==> src/rtl/ibex_mem_arb.sv <==
// N-to-1 round-robin arbiter for the Ibex req/gnt/rvalid memory protocol, with an in-order tag FIFO that routes responses.
// Optional stall counter enabled by defining IBEX_MEM_ARB_PERF_EN.
module ibex_mem_arb #(
    parameter int NUM_HOSTS       = 2,
    parameter int ADDR_WIDTH      = 32,
    parameter int DATA_WIDTH      = 32,
    parameter int INTG_WIDTH      = 7,
    parameter int MAX_OUTSTANDING = 4
) (
    input  logic                             clk_i,
    input  logic                             rst_ni,
    input  logic [NUM_HOSTS-1:0]             host_req_i,
    output logic [NUM_HOSTS-1:0]             host_gnt_o,
    input  logic [NUM_HOSTS*ADDR_WIDTH-1:0]  host_addr_i,
    input  logic [NUM_HOSTS-1:0]             host_we_i,
    input  logic [NUM_HOSTS*DATA_WIDTH/8-1:0] host_be_i,
    input  logic [NUM_HOSTS*DATA_WIDTH-1:0]  host_wdata_i,
    input  logic [NUM_HOSTS*INTG_WIDTH-1:0]  host_wintg_i,
    output logic [NUM_HOSTS-1:0]             host_rvalid_o,
    output logic [DATA_WIDTH-1:0]            host_rdata_o,
    output logic [INTG_WIDTH-1:0]            host_rintg_o,
    output logic                             host_err_o,
    output logic                             dev_req_o,
    output logic [ADDR_WIDTH-1:0]            dev_addr_o,
    output logic                             dev_we_o,
    output logic [DATA_WIDTH/8-1:0]          dev_be_o,
    output logic [DATA_WIDTH-1:0]            dev_wdata_o,
    output logic [INTG_WIDTH-1:0]            dev_wintg_o,
    input  logic                             dev_gnt_i,
    input  logic                             dev_rvalid_i,
    input  logic [DATA_WIDTH-1:0]            dev_rdata_i,
    input  logic [INTG_WIDTH-1:0]            dev_rintg_i,
    input  logic                             dev_err_i,
    output logic                             orphan_rsp_o,
    output logic [31:0]                      arb_stall_cnt_o
);

    localparam int IDX_W = (NUM_HOSTS > 1) ? $clog2(NUM_HOSTS) : 1;
    localparam int PTR_W = (MAX_OUTSTANDING > 1) ? $clog2(MAX_OUTSTANDING) : 1;
    localparam int CNT_W = $clog2(MAX_OUTSTANDING + 1);
    localparam int BE_W  = DATA_WIDTH / 8;

    logic [IDX_W-1:0] last_grant_q, last_grant_d;
    logic             lock_valid_q, lock_valid_d;
    logic [IDX_W-1:0] lock_idx_q, lock_idx_d;
    logic [PTR_W-1:0] wr_ptr_q, wr_ptr_d, rd_ptr_q, rd_ptr_d;
    logic [CNT_W-1:0] count_q, count_d;
    logic             orphan_q, orphan_d;
    logic [IDX_W-1:0] fifo_q [MAX_OUTSTANDING];

    logic [IDX_W-1:0] rr_idx, sel_idx, head_idx;
    logic             rr_found, fifo_full, fifo_empty, push, pop;

    assign fifo_full  = (count_q == CNT_W'(MAX_OUTSTANDING));
    assign fifo_empty = (count_q == '0);
    assign head_idx   = fifo_q[rd_ptr_q];

    // NOTE: every signal written in an always_comb gets a default first, so no path leaves it unassigned and no latch is inferred.
    always_comb begin
        rr_idx   = last_grant_q;
        rr_found = 1'b0;
        // First hosts above last_grant, then wrap to the bottom.
        for (int i = 0; i < NUM_HOSTS; i++) begin
            if (!rr_found && i > int'(last_grant_q) && host_req_i[i]) begin
                rr_idx   = IDX_W'(i);
                rr_found = 1'b1;
            end
        end
        for (int i = 0; i < NUM_HOSTS; i++) begin
            if (!rr_found && host_req_i[i]) begin
                rr_idx   = IDX_W'(i);
                rr_found = 1'b1;
            end
        end
    end

    assign sel_idx   = lock_valid_q ? lock_idx_q : rr_idx;
    assign dev_req_o = (|host_req_i) && !fifo_full;
    assign push      = dev_req_o && dev_gnt_i;
    assign pop       = dev_rvalid_i && !fifo_empty;

    always_comb begin
        host_gnt_o    = '0;
        host_rvalid_o = '0;
        dev_addr_o    = '0;
        dev_we_o      = 1'b0;
        dev_be_o      = '0;
        dev_wdata_o   = '0;
        dev_wintg_o   = '0;
        for (int i = 0; i < NUM_HOSTS; i++) begin
            if (dev_req_o && int'(sel_idx) == i) begin
                dev_addr_o    = host_addr_i[i*ADDR_WIDTH +: ADDR_WIDTH];
                dev_we_o      = host_we_i[i];
                dev_be_o      = host_be_i[i*BE_W +: BE_W];
                dev_wdata_o   = host_wdata_i[i*DATA_WIDTH +: DATA_WIDTH];
                dev_wintg_o   = host_wintg_i[i*INTG_WIDTH +: INTG_WIDTH];
                host_gnt_o[i] = dev_gnt_i;
            end
            if (pop && int'(head_idx) == i) begin
                host_rvalid_o[i] = 1'b1;
            end
        end
    end

    assign host_rdata_o = dev_rdata_i;
    assign host_rintg_o = dev_rintg_i;
    assign host_err_o   = dev_err_i;
    assign orphan_rsp_o = orphan_q;

    always_comb begin
        last_grant_d = last_grant_q;
        lock_valid_d = lock_valid_q;
        lock_idx_d   = lock_idx_q;
        wr_ptr_d     = wr_ptr_q;
        rd_ptr_d     = rd_ptr_q;
        count_d      = count_q;
        orphan_d     = orphan_q | (dev_rvalid_i && fifo_empty);
        if (push) begin
            last_grant_d = sel_idx;
            lock_valid_d = 1'b0;
            wr_ptr_d     = (wr_ptr_q == PTR_W'(MAX_OUTSTANDING - 1)) ? '0 : wr_ptr_q + PTR_W'(1);
        end else if (dev_req_o) begin
            // Freeze the choice until the device takes it.
            lock_valid_d = 1'b1;
            lock_idx_d   = sel_idx;
        end
        if (pop) begin
            rd_ptr_d = (rd_ptr_q == PTR_W'(MAX_OUTSTANDING - 1)) ? '0 : rd_ptr_q + PTR_W'(1);
        end
        if (push && !pop) begin
            count_d = count_q + CNT_W'(1);
        end else if (!push && pop) begin
            count_d = count_q - CNT_W'(1);
        end
    end

    // NOTE: sequential state uses non-blocking assignments so every flop samples pre-edge values.
    always_ff @(posedge clk_i or negedge rst_ni) begin
        if (!rst_ni) begin
            last_grant_q <= IDX_W'(NUM_HOSTS - 1);
            lock_valid_q <= 1'b0;
            lock_idx_q   <= '0;
            wr_ptr_q     <= '0;
            rd_ptr_q     <= '0;
            count_q      <= '0;
            orphan_q     <= 1'b0;
        end else begin
            last_grant_q <= last_grant_d;
            lock_valid_q <= lock_valid_d;
            lock_idx_q   <= lock_idx_d;
            wr_ptr_q     <= wr_ptr_d;
            rd_ptr_q     <= rd_ptr_d;
            count_q      <= count_d;
            orphan_q     <= orphan_d;
        end
    end

    // NOTE: tag storage has no reset; an entry is only read after it was written, guarded by count_q.
    always_ff @(posedge clk_i) begin
        if (push) begin
            fifo_q[wr_ptr_q] <= sel_idx;
        end
    end

`ifdef IBEX_MEM_ARB_PERF_EN
    logic [31:0] stall_cnt_q, stall_cnt_d;

    always_comb begin
        stall_cnt_d = stall_cnt_q;
        if ((|host_req_i) && !(|host_gnt_o) && (stall_cnt_q != 32'hFFFF_FFFF)) begin
            stall_cnt_d = stall_cnt_q + 32'd1;
        end
    end

    always_ff @(posedge clk_i or negedge rst_ni) begin
        if (!rst_ni) begin
            stall_cnt_q <= '0;
        end else begin
            stall_cnt_q <= stall_cnt_d;
        end
    end

    assign arb_stall_cnt_o = stall_cnt_q;
`else
    assign arb_stall_cnt_o = '0;
`endif

endmodule

==> config.mk <==
export PLATFORM = sky130hd
export DESIGN_NAME = ibex_mem_arb
export DESIGN_NICKNAME = d
export VERILOG_FILES = /design/src/rtl/ibex_mem_arb.sv
export SDC_FILE = /design/constraint.sdc
export NUM_CORES = 1
export LEC_CHECK = 0
export CAP_MARGIN = 20
export CORE_AREA = 2 2 138 140
export DETAILED_ROUTE_END_ITERATION = 6
export DIE_AREA = 0 0 140 142
export GPL_ROUTABILITY_DRIVEN = 0
export SLEW_MARGIN = 20
export SYNTH_ARGS = -nofsm -noshare
export SYNTH_HDL_FRONTEND = slang
export SYNTH_SLANG_ARGS = --single-unit
==> constraint.sdc <==
create_clock -name clk_i -period 2.8 [get_ports clk_i]
set_input_delay 0.56 -clock clk_i [delete_from_list [all_inputs] [get_ports clk_i]]
set_output_delay 0.56 -clock clk_i [all_outputs]
set_load 0.03 [all_outputs]
Yosys cells after proc, flatten, opt, wreduce, memory -nomap -nowiden
Memory sizes are Yosys's and may differ from the RTL's. Cells that the tools add are included. Widths: inputs -> output; s select.

Flip-flop bits (word level): 11. Latch bits: 0. Bits in writable memories: 4. Memory bits (read-only): 0. Input bits: 198. Output and inout bits: 154. Logic and storage cells: 72. Memories kept: 1.

Memories: fifo_q (depth 4, bits a word 1, read ports 1, clocked after memory_dff 0, wr ports 1, RTL line 49) `logic [IDX_W-1:0] fifo_q [MAX_OUTSTANDING];`.

$add $sub $neg: 4. Multiply operators: 0. Divide/modulo/power cells: 0. $lt $le $gt $ge: 1. Eq/ne operators: 3. Shifts and indexed selects: 0. Mux-type cells: 28. Bitwise gates (word level): 4. Reductions and logical operators: 24.

Operators by type and width (count): $mux 32 (4); $mux 1 (16); $mux 7 (2); $logic_and 1x1->1 (13); $mux 4 (2); $logic_not 1->1 (6); $mux 3 (2); $add 2x1->2 const B (2); $eq 2x2->1 const B (2); $mux 2 (2); $reduce_bool 2->1 (2); $add 3x1->3 const B (1); $eq 3x3->1 const B (1); $logic_not 3->1 (1); $not 1->1 (3); $sub 3x1->3 const B (1); $reduce_and 2->1 (1); $reduce_or 2->1 (1); $gt 1x1->1 const A (1); $or 1x1->1 (1).

Longest topological paths before layout
Gate-level depths: netlist (run 1).

Word-level depth: 14. Gate-level depth with buffers: 8. Mapped depth without buffers: 8.

Worst setup path after synthesis (run 1)
Ideal clock, no wire load.

Kind: input to output. Start point: in host_req_i[0]. End point: out dev_addr_o[28]. Arrival: 1.826 ns. Slack: 0.414 ns. Stages on the path: 6. Buffers on the path: 3. Cells stage by stage: nand2b_1 -> clkbuf_2 -> buf_2 -> buf_2 -> nand4_1 -> a31oi_1.

Cells in the longest elaborated chain, start to end: 10. Elaborated cells on any way between the ends: 14. Classes of those cells: mux: 6; bitwise: 1; reduce/logical: 7.

RTL lines: start, declared (RTL line 12) `input logic [NUM_HOSTS-1:0] host_req_i,`; $logic_and 1x1->1 (RTL line 70) `if (!rr_found && host_req_i[i]) begin`; $mux 1 (RTL line 70); $logic_not 1->1 (RTL line 70); $logic_and 1x1->1 (RTL line 70); $mux 1 (RTL line 70); $mux 1 (RTL line 77) `assign sel_idx = lock_valid_q ? lock_idx_q : rr_idx;`; $not 1->1 (RTL line 91) `if (dev_req_o && int'(sel_idx) == i) begin`; $logic_and 1x1->1 (RTL line 91); $mux 32 (RTL line 91); $mux 32 * (RTL line 91); end, declared (RTL line 24) `output logic [ADDR_WIDTH-1:0] dev_addr_o,`.

Every way passes the cells marked *; elsewhere a longest branch is shown, timed or not.

Worst setup path in the final report (run 1)
Start point: in dev_rvalid_i. End point: out host_rvalid_o[1].

Cells in the longest elaborated chain, start to end: 3.

RTL lines: start, declared (RTL line 30) `input logic dev_rvalid_i,`; $logic_and 1x1->1 (RTL line 80) `assign pop = dev_rvalid_i && !fifo_empty;`; $logic_and 1x1->1 (RTL line 99) `if (pop && int'(head_idx) == i) begin`; $mux 1 (RTL line 99); end, declared (RTL line 19) `output logic [NUM_HOSTS-1:0] host_rvalid_o,`.

Every way passes these cells.

==> run_results.csv, run 1 <==
group,metric,value,unit
outcome,status,"finished, violations left",
outcome,violations,"design-rule violations",
logic_synthesis,synth_common_cells,"buf_4, a22oi_1, a31oi_1, nand4_1, o211ai_1",
logic_synthesis,seq_area_frac_synth,0.103,
global_route,gr-usage-all-layers,0.157,
critical_path,reg2regPathDepth,7,
cts,cts_sinks,15,
logic_synthesis,synthCells,523,
timing,setup_viol,0,
floorplanning,chipHeight,142,um
logic_synthesis,yosys-top-cells-area,"buf_4, a22oi_1, o211ai_1, a31oi_1, nand4_1",
timing,rsz0062_at_grt,"no",
route,vias,5041,
logic_synthesis,synth_most_common_cell,"buf_4",
route,drtIter0Drc,289,
critical_path,worst-path-buf-inv,2,
floorplanning,die_w,140,um
global_route,grt_pass1_wl,26300,um
pwr,p_leak,2.17,nW
cts,path_clk_slew,0.05,ns
critical_path,setup.worst_path.class,"in -> out",
timing,finalClockSkew,0.000762,ns
layout,diodes,0,
logic_synthesis,ys_types,35,
floorplanning,core.rowCount,50,
global_route,grt_max_degree,65,
layout,fill_cells,1941,
cts,cts_setup_buffers,0,
hold_path,min_path_type,"reg -> reg",
logic_synthesis,yosys.area.top_type,"buf_4",
route,wl_per_cell,18.4,um
floorplanning,start_util,0.208,
timing,min_period_over_period,0.921,
critical_path,critPathMaxFanout,6,
route,ant_nets,0,
place,port_buffers,239,
run,drv_cap,0,
layout,synthToLayoutAreaGrowth,60.6,%
timing,max-slew-margin-rel,0.654,
hold_path,whs_endpoint,"orphan_rsp_o",
critical_path,r2r_start,"count_q[0]",
route,drc_errors,29,
timing,fmax,388,MHz
route,vias_per_cell,5.54,
cts,cts_tree,"built",
critical_path,slowest_stage,"clkdlybuf4s50_1",
cts,htreeDepth,1,
critical_path,max_stage_delay,0.68,ns
pwr,irDropWorstVdd,0.341,mV
timing,drv_slew,0,
critical_path,end_kind,"output pin",
timing,fin_setup_tns,0,ns
global_route,grt-ovfl-total,0,
route,first_pass_iters,7,
logic_synthesis,syn_avg_cell_area,7.34,um^2
logic_synthesis,syn_area,0.00384,mm^2
timing,hold_viol_final,0,
global_route,grt_pass1_vias,4960,
critical_path,crit_chain,"clkdlybuf4s50_1, o31ai_2, nor2b_1, clkdlybuf4s50_1",
floorplanning,io_pins,352,
logic_synthesis,yosysTopAreaCellShare,0.152,
pwr,pwr_density_cell,1000,mW/mm^2
pwr,finalPower,6.17,mW
hold_path,hold_start,"orphan_rsp_o",
critical_path,r2r_end,"count_q[2]",
critical_path,crit_path_start_kind,"input port",
cts,cts_buffers,3,
critical_path,critPathRequiredTime,2.24,ns
logic_synthesis,synth-seq-cells,15,
layout,nNetsFinal,882,
cts,cts_root_buf,"clkbuf_16",
timing,fin_crit,2.58,ns
floorplanning,dieArea,0.0199,mm^2
floorplanning,core,0.0185,mm^2
logic_synthesis,async_flop_share,0.733,
critical_path,cpMostUsedCell,"clkdlybuf4s50_1",
route,wl,16800,um
critical_path,cp_top_family,"buffers and inverters",
place,dpl.hpwl,11600,um
cts,clock_path_buffers,2,
global_route,antenna_found_initial,1,
logic_synthesis,synth-edff-count,4,
timing,tightest_slew,0.517,ns
layout,drive_gt1_frac,0.197,
logic_synthesis,yosysWarnings,0,
cts,clkLatencyLatePin,0.24,ns
critical_path,arrival,2.02,ns
logic_synthesis,ys.flop_type,"dfrtp_1",
critical_path,reg2reg_slack,0.65,ns
hold_path,hold_depth,1,
==> registers in the layout (all words and copies together) (netlist names) <==
signal / cells
orphan_rsp_o: 1
wr_ptr_q: 2
last_grant_q: 1
rd_ptr_q: 2
fifo_q: 4
lock_valid_q: 1
count_q: 3
lock_idx_q: 1
==> layer usage <==
layer / vias to the layer above / wire length, um / track usage
li1: 2344 / - / -
met1: 2424 / 7020 / 0.200
met2: 241 / 8130 / 0.278
met3: 30 / 1380 / 0.0303
met4: 2 / 243 / 0.0324
met5: - / 13 / 0
==> cell usage in the layout (no fill, tap or decap), drive strengths merged, types with 2 or more instances in the layout <==
| master | instances |
|---|---|
| xor2 | 2 |
| dfrtp | 10 |
| a21o | 2 |
| clkdlybuf4s50 | 158 |
| buf | 109 |
| o41ai | 2 |
| edfxtp | 4 |
| nand4 | 76 |
| a22oi | 76 |
| nor3 | 4 |
| nor2b | 4 |
| mux2 | 5 |
| nand2b | 2 |
| inv | 6 |
| ha | 6 |
| clkbuf | 4 |
| a31oi | 77 |
| nor2 | 5 |
| dlymetal6s2s | 2 |
| conb | 32 |
| o211ai | 76 |
| and2 | 6 |
==> through the flow <==
stage               setup WS (ns)  cell area, um^2  instances  utilization  hold slack, ns
detailed placement         0.0161             6080        906        0.329           0.446
global placement           0.0450             6080        906        0.329           0.439
finish                      0.220             6170        910        0.334           0.452
global route                0.142             6170        910        0.334           0.482
floorplan                   0.414             3960        554            -           0.264
CTS                       0.00787             6160        910        0.334           0.456
==> area by class of cell <==
type,count,area [um^2],area share
Inverter,6,25.0,0.00406
Tap cell,234,293,0.0475
Multi-Input combinational cell,382,2660,0.431
Timing Repair Buffer,269,2710,0.440
Clock buffer,4,78.8,0.0128
Sequential cell,15,397,0.0643
==> logic make-up after synthesis <==
kind of cell	count (synthesis)	synth area share
compound gates	235	0.439
buf+inv	157	0.243
simple gates	99	0.161
flops	15	0.103
fa+ha+maj	7	0.0248
mux	6	0.0205
xor+xnor	3	0.00684
other cells	1	0.000977
==> power breakdown <==
part	internal, mW	leakage (nW)	switching (mW)	total [mW]
Sequential	0.336	0.163	0.107	0.443
Combinational	2.15	1.97	3.30	5.45
Clock	0.192	0.0382	0.0805	0.273
Total	2.67	2.17	3.49	6.17
==> how the worst max path moves through the flow <==
stage | startpoint | endpoint | slack (ns) | depth (start not counted)
after CTS | host_req_i[0] | dev_wdata_o[27] | 0.008 | 7
after floorplan | host_req_i[0] | dev_addr_o[28] | 0.41 | 6
after global routing | dev_rvalid_i | host_rvalid_o[1] | 0.14 | 4
after global placement | host_req_i[0] | dev_wdata_o[27] | 0.04 | 7
after detailed placement | host_req_i[0] | dev_wdata_o[27] | 0.02 | 7
final | dev_rvalid_i | host_rvalid_o[1] | 0.22 | 4
==> repair_timing <==
| action | CTS | global route |
|---|---|---|
| endpoints found under the setup margin | 0 | 23 |
| resized for setup | 0 | 3 |
| hold buffers | 0 | 0 |
No activity file was read; power rests on OpenSTA's default activity.
==> run 2: changes to the inputs <==
- ABC_CLOCK_PERIOD_IN_PS: default -> 2800
==> results of run 2 <==
The final DEF is identical to that of run 1; final timing and power are the same.
==> run 3: changes to the inputs <==
- CORE_AREA: 2 2 138 140 -> 3 3 135 137
- DIE_AREA: 0 0 140 142 -> 0 0 138 140
- PLACE_DENSITY: default -> 0.73
==> run 3 against run 2 <==
Against the previous run: wire length decreased by 5.6%; the run now ends clean; sequential cell count unchanged; maximum frequency decreased by 4.8%; count of clock-buffer cells in the layout decreased by 1; highest routed layer is now met4; clock skew increased by 0.0032 ns; sequential power increased by 2%; largest power group unchanged; combinational power decreased by 3%; final cell count decreased by 0.99%; die area decreased by 2.8%; sequential share of layout area increased by 0.12 points; total power decreased by 2.4%; hold slack improved by 0.0052 ns.
==> run_results.csv, run 3 (synthesis gave the netlist of run 1 again) <==
group,metric,value,unit
outcome,status,"finished, final reports clean",
floorplanning,io_pins,352,
hold_path,min_path_type,"reg -> reg",
timing,fmax,369,MHz
global_route,grt_max_degree,82,
cts,cts_root_buf,"clkbuf_16",
cts,clkLatencyLatePin,0.24,ns
floorplanning,dieArea,0.0193,mm^2
floorplanning,die_w,138,um
timing,max-slew-margin-rel,0.647,
route,first_pass_iters,5,
pwr,comb_power_share,0.880,
global_route,grt_pass1_vias,4891,
place,dpl.hpwl,11200,um
route,vias_per_cell,5.67,
timing,finalClockSkew,0.00395,ns
layout,reg_top3,"fifo_q: 4 flops, count_q: 3 flops",
route,vias,5108,
layout,regMostFlops,"fifo_q",
run,drv_cap,0,
global_route,antenna_found_initial,0,
timing,tightest_slew,0.528,ns
floorplanning,start_util,0.224,
pwr,p_int,2.58,mW
pwr,power_frac_seq,0.075,
timing,min_period_over_period,0.968,
global_route,grt-ovfl-total,0,
cts,cts_tree,"built",
route,wl,15800,um
pwr,p_leak,2.13,nW
floorplanning,core,0.0172,mm^2
critical_path,crit_path_start_kind,"input port",
layout,largest_reg_flops,4,
pwr,p_clk_frac,0.045,
route,ant_nets,0,
cts,cts_setup_buffers,0,
global_route,grt_pass1_wl,25400,um
timing,fin_crit,2.71,ns
pwr,irDropWorstVdd,0.524,mV
timing,hold_viol_final,0,
floorplanning,core.rowCount,48,
timing,setup_ws,0.0901,ns
route,drc_errors,0,
cts,path_clk_slew,0.05,ns
timing,setup_viol,0,
cts,cts_buffers,3,
route,wl_per_cell,17.6,um
place,port_buffers,239,
cts,post_cts_resized,1,
critical_path,arrival,2.15,ns
pwr,p_switching,3.44,mW
layout,mostFrequentLayoutCells,"clkdlybuf4s50_1, buf_4",
layout,finalNonFillerCells,901,
pwr,switching_share,0.571,
cts,cts_sinks,15,
global_route,gr-usage-all-layers,0.149,
place,post-place-ws,-0.0133,ns
layout,diodes,0,
critical_path,setup.worst_path.class,"in -> out",
floorplanning,chipHeight,140,um
critical_path,critPathMaxFanout,47,
layout,synthToLayoutAreaGrowth,57.7,%
cts,hold_buffers,0,
timing,drv_slew,0,
timing,hold_ws,0.457,ns
cts,htreeDepth,1,
layout,drive_gt1_frac,0.197,
place,dpl-instance-area,0.00597,mm^2
place,numPlacedInstances,897,
layout,final_area,0.00606,mm^2
layout,nNetsFinal,882,
critical_path,end_kind,"output pin",
critical_path,critPathRequiredTime,2.24,ns
layout,final_common_cell,"clkdlybuf4s50_1",
timing,rsz0062_at_grt,"no",
route,drtIter0Drc,314,
cts,clock_path_buffers,2,
pwr,pwr_density_cell,994,mW/mm^2
run 3: changes by cell type in the layout (fill, tap and decap cells not counted), sizes merged:
cell / change
clkbuf: -1
clkinv: +1
dlymetal6s2s: -2
clkdlybuf4s50: +2
run 3: final cells by class:
type / count / area (um^2)
clock buffers: 3 / 75.1
well taps: 225 / 282
fillers: 1813 / 11100
clock inverters: 1 / 5.00
multi-input cells: 382 / 2660
repair buffers: 269 / 2610
inverters: 6 / 25.0
flip-flops and latches: 15 / 397
run 3: metrics by stage:
| step | TNS [ns] | total power, mW | util |
|---|---|---|---|
| after floorplan | 0 | 3.93 | - |
| after global placement | -0.00264 | 5.68 | 0.347 |
| after detailed placement | -0.0133 | 5.73 | 0.347 |
| after CTS | 0 | 6.03 | 0.352 |
| after global routing | 0 | 6.39 | 0.353 |
| final | 0 | 6.02 | 0.353 |
run 3: worst paths after layout:
| check | from | end | slack, ns | depth (start not counted) |
|---|---|---|---|---|
| setup reg to reg | count_q[0] | count_q[2] | 0.59 | 7 |
| hold reg to reg | orphan_rsp_o | orphan_rsp_o | 0.46 | 1 |
| max in group asynchronous | rst_ni | last_grant_q | 1.77 | 1 |
| hold / removal | orphan_rsp_o | orphan_rsp_o | 0.46 | 1 |
| min in group asynchronous | rst_ni | wr_ptr_q[1] | 0.67 | 1 |
| setup / recovery | host_req_i[0] | dev_wdata_o[9] | 0.09 | 6 |
run 3: metal layers:
metal  vias to the layer above  share of wire  GRT usage
met5                         -              0          0
met4                         0          0.017     0.0348
met3                        24          0.089     0.0290
met2                       311           0.49      0.260
met1                      2429           0.40      0.190
li1                       2344              -          -
run 3: power by group through the flow:
| stage | combinational, mW | sequential (mW) | clock [mW] |
|---|---|---|---|
| floorplan | 3.50 | 0.429 | 0 |
| global placement | 5.24 | 0.444 | 0 |
| detailed placement | 5.28 | 0.451 | 0 |
| CTS | 5.30 | 0.450 | 0.278 |
| global route | 5.64 | 0.466 | 0.288 |
| finish | 5.29 | 0.451 | 0.272 |
run 3: worst max-delay path, cell delays in order:
cell             delay, ns
clkdlybuf4s50_1       0.55
nand2b_4              0.19
buf_12                0.24
nand4_1               0.12
a31oi_1               0.31
buf_12                0.16
